$ cat config.mk
export PLATFORM = sky130hd
export DESIGN_NAME = regfile_sb
export DESIGN_NICKNAME = d
export VERILOG_FILES = /design/src/rtl/regfile_pkg.sv /design/src/rtl/regfile_scoreboard.sv /design/src/rtl/regfile_sb.sv
export SDC_FILE = /design/constraint.sdc
export NUM_CORES = 2
export LEC_CHECK = 0
export BUFFER_PORTS_ARGS = -buffer_cell sky130_fd_sc_hd__clkbuf_2
export CAP_MARGIN = 20
export CORE_ASPECT_RATIO = 0.7
export CORE_MARGIN = 3
export CORE_UTILIZATION = 42
export CTS_BUF_LIST = sky130_fd_sc_hd__clkbuf_8
export DETAILED_ROUTE_END_ITERATION = 12
export HOLD_SLACK_MARGIN = 0.05
export PLACE_DENSITY = 0.59
export SLEW_MARGIN = 30
export SYNTH_ARGS = -nofsm -noshare
export SYNTH_HDL_FRONTEND = slang
export SYNTH_SLANG_ARGS = --single-unit
export TNS_END_PERCENT = 5
$ cat constraint.sdc
create_clock -name clk -period 5.3 [get_ports clk]
set_input_delay 0.265 -clock clk [delete_from_list [all_inputs] [get_ports clk]]
set_output_delay 0.265 -clock clk [all_outputs]
set_load 0.03 [all_outputs]
$ cat src/rtl/regfile_pkg.sv
// Shared defaults for the RV32I integer register file and its pending-writeback scoreboard.
package regfile_pkg;

    localparam int DEF_XLEN = 32;
    localparam int DEF_NREG = 32;
    localparam int DEF_AW   = $clog2(DEF_NREG);
    localparam int ZERO_REG = 0;

    // One-hot mask of width n with bit idx set, or all zero when en is low.
    function automatic logic [DEF_NREG-1:0] onehot_mask(input logic en, input int unsigned idx);
        logic [DEF_NREG-1:0] m;
        m = {DEF_NREG{1'b0}};
        if (en) begin
            m[idx] = 1'b1;
        end else begin
            m = {DEF_NREG{1'b0}};
        end
        return m;
    endfunction

endpackage

$ cat src/rtl/regfile_scoreboard.sv
// Pending-writeback scoreboard: one reservation bit per register, a live count,
// a duplicate-reservation pulse and the busy lookup for both read ports.
module regfile_scoreboard
    import regfile_pkg::*;
#(
    parameter int NREG   = DEF_NREG,
    parameter int AW     = $clog2(NREG),
    parameter bit BYPASS = 1'b1
) (
    input  logic          clk,
    input  logic          rst_n,
    input  logic          rsv_en,
    input  logic [AW-1:0] rsv_addr,
    input  logic          wb_en,
    input  logic [AW-1:0] wb_addr,
    input  logic [AW-1:0] rs1_addr,
    input  logic [AW-1:0] rs2_addr,
    output logic          rs1_busy,
    output logic          rs2_busy,
    output logic [AW:0]   pend_cnt,
    output logic          rsv_dup
);

    localparam logic [AW-1:0] ZERO_ADDR = AW'(ZERO_REG);
    localparam logic [AW:0]   CNT_ONE   = {{AW{1'b0}}, 1'b1};

    logic [NREG-1:0] pending_r;
    logic [NREG-1:0] pend_nxt_s;
    logic [NREG-1:0] set_mask_s;
    logic [NREG-1:0] clr_mask_s;
    logic [AW:0]     pend_cnt_r;
    logic            rsv_dup_r;
    logic            set_vld_s;
    logic            clr_vld_s;
    logic            same_reg_s;
    logic            inc_s;
    logic            dec_s;
    logic            dup_nxt_s;

    assign set_vld_s  = rsv_en && (rsv_addr != ZERO_ADDR);
    assign clr_vld_s  = wb_en && (wb_addr != ZERO_ADDR);
    assign same_reg_s = (rsv_addr == wb_addr);

    // Next pending vector and count/duplicate decisions; a set beats a same-cycle clear.
    always_comb begin
        set_mask_s = {NREG{1'b0}};
        clr_mask_s = {NREG{1'b0}};
        if (set_vld_s) begin
            set_mask_s[rsv_addr] = 1'b1;
        end else begin
            set_mask_s = {NREG{1'b0}};
        end
        if (clr_vld_s) begin
            clr_mask_s[wb_addr] = 1'b1;
        end else begin
            clr_mask_s = {NREG{1'b0}};
        end
        pend_nxt_s = (pending_r & ~clr_mask_s) | set_mask_s;
        inc_s      = set_vld_s && !pending_r[rsv_addr];
        dec_s      = clr_vld_s && pending_r[wb_addr] && !(set_vld_s && same_reg_s);
        dup_nxt_s  = set_vld_s && pending_r[rsv_addr] && !(clr_vld_s && same_reg_s);
    end

    // Pending bits, live count and duplicate pulse.
    always_ff @(posedge clk or negedge rst_n) begin
        if (!rst_n) begin
            pending_r  <= {NREG{1'b0}};
            pend_cnt_r <= {(AW+1){1'b0}};
            rsv_dup_r  <= 1'b0;
        end else begin
            pending_r <= pend_nxt_s;
            rsv_dup_r <= dup_nxt_s;
            case ({inc_s, dec_s})
                2'b10:   pend_cnt_r <= pend_cnt_r + CNT_ONE;
                2'b01:   pend_cnt_r <= pend_cnt_r - CNT_ONE;
                default: pend_cnt_r <= pend_cnt_r;
            endcase
        end
    end

    // A release in flight on port B already covers the reader when bypassing.
    assign rs1_busy = pending_r[rs1_addr] && !(BYPASS && wb_en && (wb_addr == rs1_addr));
    assign rs2_busy = pending_r[rs2_addr] && !(BYPASS && wb_en && (wb_addr == rs2_addr));
    assign pend_cnt = pend_cnt_r;
    assign rsv_dup  = rsv_dup_r;

endmodule

$ cat src/rtl/regfile_sb.sv
// Integer register file with two read ports, ALU (A) and late (B) write ports,
// optional read-during-write bypass and a pending-writeback scoreboard.
module regfile_sb
    import regfile_pkg::*;
#(
    parameter int XLEN   = DEF_XLEN,
    parameter int NREG   = DEF_NREG,
    parameter int AW     = $clog2(NREG),
    parameter bit BYPASS = 1'b1
) (
    input  logic            clk,
    input  logic            rst_n,
    input  logic [AW-1:0]   rs1_addr,
    input  logic [AW-1:0]   rs2_addr,
    output logic [XLEN-1:0] rs1_data,
    output logic [XLEN-1:0] rs2_data,
    input  logic            wa_en,
    input  logic [AW-1:0]   wa_addr,
    input  logic [XLEN-1:0] wa_data,
    input  logic            wb_en,
    input  logic [AW-1:0]   wb_addr,
    input  logic [XLEN-1:0] wb_data,
    input  logic            rsv_en,
    input  logic [AW-1:0]   rsv_addr,
    output logic            rs1_busy,
    output logic            rs2_busy,
    output logic            hazard,
    output logic [AW:0]     pend_cnt,
    output logic            rsv_dup
);

    localparam logic [AW-1:0] ZERO_ADDR = AW'(ZERO_REG);

    logic [XLEN-1:0] regs_r [NREG];
    logic [XLEN-1:0] rs1_data_s;
    logic [XLEN-1:0] rs2_data_s;

    // Read mux: x0, then port A, then port B, then stored contents.
    function automatic logic [XLEN-1:0] read_mux(
        input logic [AW-1:0]   addr,
        input logic [XLEN-1:0] stored,
        input logic            a_en,
        input logic [AW-1:0]   a_addr,
        input logic [XLEN-1:0] a_data,
        input logic            b_en,
        input logic [AW-1:0]   b_addr,
        input logic [XLEN-1:0] b_data
    );
        logic [XLEN-1:0] r;
        if (addr == ZERO_ADDR) begin
            r = {XLEN{1'b0}};
        end else if (BYPASS && a_en && (a_addr == addr)) begin
            r = a_data;
        end else if (BYPASS && b_en && (b_addr == addr)) begin
            r = b_data;
        end else begin
            r = stored;
        end
        return r;
    endfunction

    // Storage; port A wins a same-address collision as the younger instruction.
    always_ff @(posedge clk or negedge rst_n) begin
        if (!rst_n) begin
            for (int i = 0; i < NREG; i++) begin
                regs_r[i] <= {XLEN{1'b0}};
            end
        end else begin
            regs_r[0] <= {XLEN{1'b0}};
            for (int i = 1; i < NREG; i++) begin
                if (wa_en && (wa_addr == AW'(i))) begin
                    regs_r[i] <= wa_data;
                end else if (wb_en && (wb_addr == AW'(i))) begin
                    regs_r[i] <= wb_data;
                end else begin
                    regs_r[i] <= regs_r[i];
                end
            end
        end
    end

    // Read ports are forced to zero while reset is held so bypass cannot leak data.
    always_comb begin
        rs1_data_s = {XLEN{1'b0}};
        rs2_data_s = {XLEN{1'b0}};
        if (rst_n) begin
            rs1_data_s = read_mux(rs1_addr, regs_r[rs1_addr], wa_en, wa_addr, wa_data,
                                  wb_en, wb_addr, wb_data);
            rs2_data_s = read_mux(rs2_addr, regs_r[rs2_addr], wa_en, wa_addr, wa_data,
                                  wb_en, wb_addr, wb_data);
        end else begin
            rs1_data_s = {XLEN{1'b0}};
            rs2_data_s = {XLEN{1'b0}};
        end
    end

    assign rs1_data = rs1_data_s;
    assign rs2_data = rs2_data_s;

    regfile_scoreboard #(
        .NREG   (NREG),
        .AW     (AW),
        .BYPASS (BYPASS)
    ) u_sb (
        .clk      (clk),
        .rst_n    (rst_n),
        .rsv_en   (rsv_en),
        .rsv_addr (rsv_addr),
        .wb_en    (wb_en),
        .wb_addr  (wb_addr),
        .rs1_addr (rs1_addr),
        .rs2_addr (rs2_addr),
        .rs1_busy (rs1_busy),
        .rs2_busy (rs2_busy),
        .pend_cnt (pend_cnt),
        .rsv_dup  (rsv_dup)
    );

    assign hazard = rs1_busy | rs2_busy;

endmodule

==> flow_summary.yaml <==
status:
  status: "finished, final reports clean"
floorplan:
  die_h_microns: 340
  core_sq_mm: 0.157
  die_area_sq_mm: 0.164
  num_rows: 121
  die-width_microns: 483
  io_pins: 168
  start_util_pct: 42.7
pwr:
  p_leak_nw: 31.1
  max-vdd-ir-drop_mv: 0.219
  totalPowerFinal_mw: 26.9
  p_per_area_mw_per_mm2: 368
logic_synthesis:
  syn_nets: 6620
  ys.flop_type: "dfrtp_1"
  synth.distinct_cells: 73
  synth_most_common_cell: "mux2i_1"
  synth_compound_area_share_pct: 12.3
  synth_enable_flop_cells: 0
  yosys.area.top_type: "dfrtp_1"
  synth_area_leaders: "dfrtp_1 39%, mux2i_1 16%, mux4_2 16%"
  synth.area.mux_share_pct: 33.9
  synth_warnings: 0
  synthSimpleGateAreaFrac_pct: 9.14
  synthTopCellsByCount: "1085 x mux2i_1, 1031 x dfrtp_1, 918 x nor2_1, 867 x a21oi_1, 476 x mux4_2"
  synth_top_area_share_pct: 38.5
  yosysSeqAreaShare_pct: 38.5
  synth_top_family_by_area: "multiplexers"
  synthAdderAreaFrac_pct: 0.123
  synthXorXnorAreaFrac_pct: 0.392
  async_flop_share_pct: 100
  synth_seq_cells: 1031
  syn_area_per_cell_sq_um: 10.3
  syn-cell-area_sq_mm: 0.0670
  synthCells: 6520
routing:
  drtPass1Iterations: 6
  vias_per_cell: 6.75
  postRouteAntennaNets: 0
  vias: 57472
  drt_iter0_drc: 10050
  drt-total-wl_mm: 291
  avgRoutedWirePerCell_microns: 34.2
  drc: 0
run:
  max_cap_violations: 0
critical_path:
  crit_path_end_kind: "output pin"
  worstSetupStartpointType: "input pin"
  timing.rr.start: "u_sb.pending_r[15]"
  reg2reg_slack_ps: 1780
  worstSetupPathType: "input pin to output pin"
  ff2ff_path_depth: 11
  crit_required_ps: 5040
  r2r_end: "u_sb.pend_cnt[5]"
  worstPathArrival_ps: 4240
  cp_max_fo: 17
clock_network:
  htreeDepth: 4
  cts_tree: "built"
  cts_buffers: 168
  cts_sinks: 1031
  clk_transition_reported_paths_ps: 70
  clockBufferDepth: 3
  clkLatencyLatePin_ps: 920
  root_buffer: "clkbuf_8"
  cts_resized: 0
global_routing:
  grt_max_degree: 150
  grt-ovfl-total: 0
  grt_pass1_wl_mm: 413
  antenna_found_initial: 14
  grt_pass1_vias: 53842
  grt_usage_pct: 34.6
final_layout:
  n_fill_cell: 14506
  syn2layout_area_growth_pct: 9.02
  final_util_pct: 46.5
  layout-drive-gt1-share_pct: 19.3
  multi_input_area_sq_mm: 0.0380
  nNetsFinal: 6393
  fin_area_sq_mm: 0.0730
  layout.cells.non_filler: 8515
  seqCellArea_sq_mm: 0.0258
sta:
  fmax_ghz: 0.222
  hold_viol: 0
  tns_ps: 0
  period_share_pct: 85.0
  max_slew.worst_pin.slew_ps: 1170
  maxSlewHeadroom_pct: 21.3
  rsz0062_at_grt: "false"
  holdWs_ps: 168
  period_needed_ps: 4510
  slew_viol_final: 0
  setup_ws_ps: 793
  skew_ps: 21.5
  finalSetupViolCount: 0
placed_design:
  place_congestion: 0.927
  dp_cells: 8148
  dp_hpwl_mm: 168
  placed_cell_area_sq_mm: 0.0690
  io_buffers: 167
  dpl_worst_slack_ps: 1180
min_path:
  min_to: "regs_r[868]"
  hp-start: "wb_data[4]"
  hp-class: "input pin to flop"
  hold_depth: 3
## power breakdown
part           total (mW)  switching, mW  leakage [nW]  internal (mW)
Sequential           11.9           1.86          12.2           10.0
Combinational        7.70           3.81          16.9           3.89
Clock                7.30           3.73          1.90           3.56
## per-layer routing
metal	track usage, %	wire, microns	vias to the layer above
met4	14.7	13600	8
met2	46.8	118000	4615
met5	0.812	215	-
met3	14.9	45600	825
met1	47.7	114000	28689
li1	-	-	23335
## state kept, by name, indices dropped and copies added (netlist names)
name and cells:
u_sb.pending_r 32, u_sb.pend_cnt 6, regs_r 992, u_sb.rsv_dup 1
## logic make-up after synthesis
family | Yosys count
XOR/XNOR | 30
buffers and inverters | 816
AND/OR/NAND/NOR | 1518
AO/OA/AOI/OAI | 1457
flip-flops | 1031
multiplexers | 1662
adder cells (fa/ha/maj) | 6
## what timing repair did
item                                    CTS  global route
hold buffers                             66             0
buffers inserted                          0             0
endpoints found under the hold margin  1158             0
## layout by cell type, fill, tap and decap left out, types with 9 or more instances in the layout
cell and count:
a211oi_1 20, a21oi_1 867, a221o_1 9, a221oi_1 64, a22o_1 22, a22oi_1 59
a31oi_1 10, a32o_1 13, and3_1 11, buf_12 22, buf_4 137, buf_6 15
clkbuf_2 156, clkbuf_8 205, clkinv_2 18, dfrtp_1 1031, diode_2 11, dlygate4sd3_1 65
inv_1 64, mux2_2 101, mux2i_1 1085, mux4_2 476, nand2_1 380, nand2_4 19
nand2_8 9, nand2b_1 13, nand3_1 47, nand4_1 16, nor2_1 906, nor2_4 16
nor2b_1 14, nor3_1 27, o21ai_0 284, o22ai_1 28, o31ai_1 11, o32ai_1 22
xnor2_1 14, xor2_1 16
## worst max-delay path, cell delays in order
cell and delay [ps]:
dlygate4sd3_1 520, clkbuf_2 350, xor2_1 180, nor4_1 80
nand3_1 470, nand3_2 990, buf_4 500, o32ai_1 550
clkbuf_2 310
## how the worst max path moves through the flow
| stage | start | end | slack (ps) |
|---|---|---|---|
| 2_1_floorplan | rsv_addr[0] | u_sb.pend_cnt[5] | 1750 |
| 3_3_place_gp | rs1_addr[3] | rs1_data[28] | 1160 |
| 3_5_place_dp | rs1_addr[3] | rs1_data[28] | 1180 |
| 4_1_cts | wb_addr[4] | rs1_data[28] | 940 |
| 5_1_grt | wb_addr[4] | rs1_data[28] | 780 |
| 6_report | wb_addr[4] | rs1_data[28] | 790 |
## layout make-up
class | count | area share (%)
diodes | 11 | 0.0377
clock buffers | 205 | 3.86
clock inverters | 85 | 0.663
inverters | 17 | 0.0908
multi-input cells | 4673 | 52.1
flip-flops and latches | 1031 | 35.3
well taps | 2091 | 3.58
repair buffers | 402 | 4.35
Note: power is estimated with default switching activity, not from simulation.
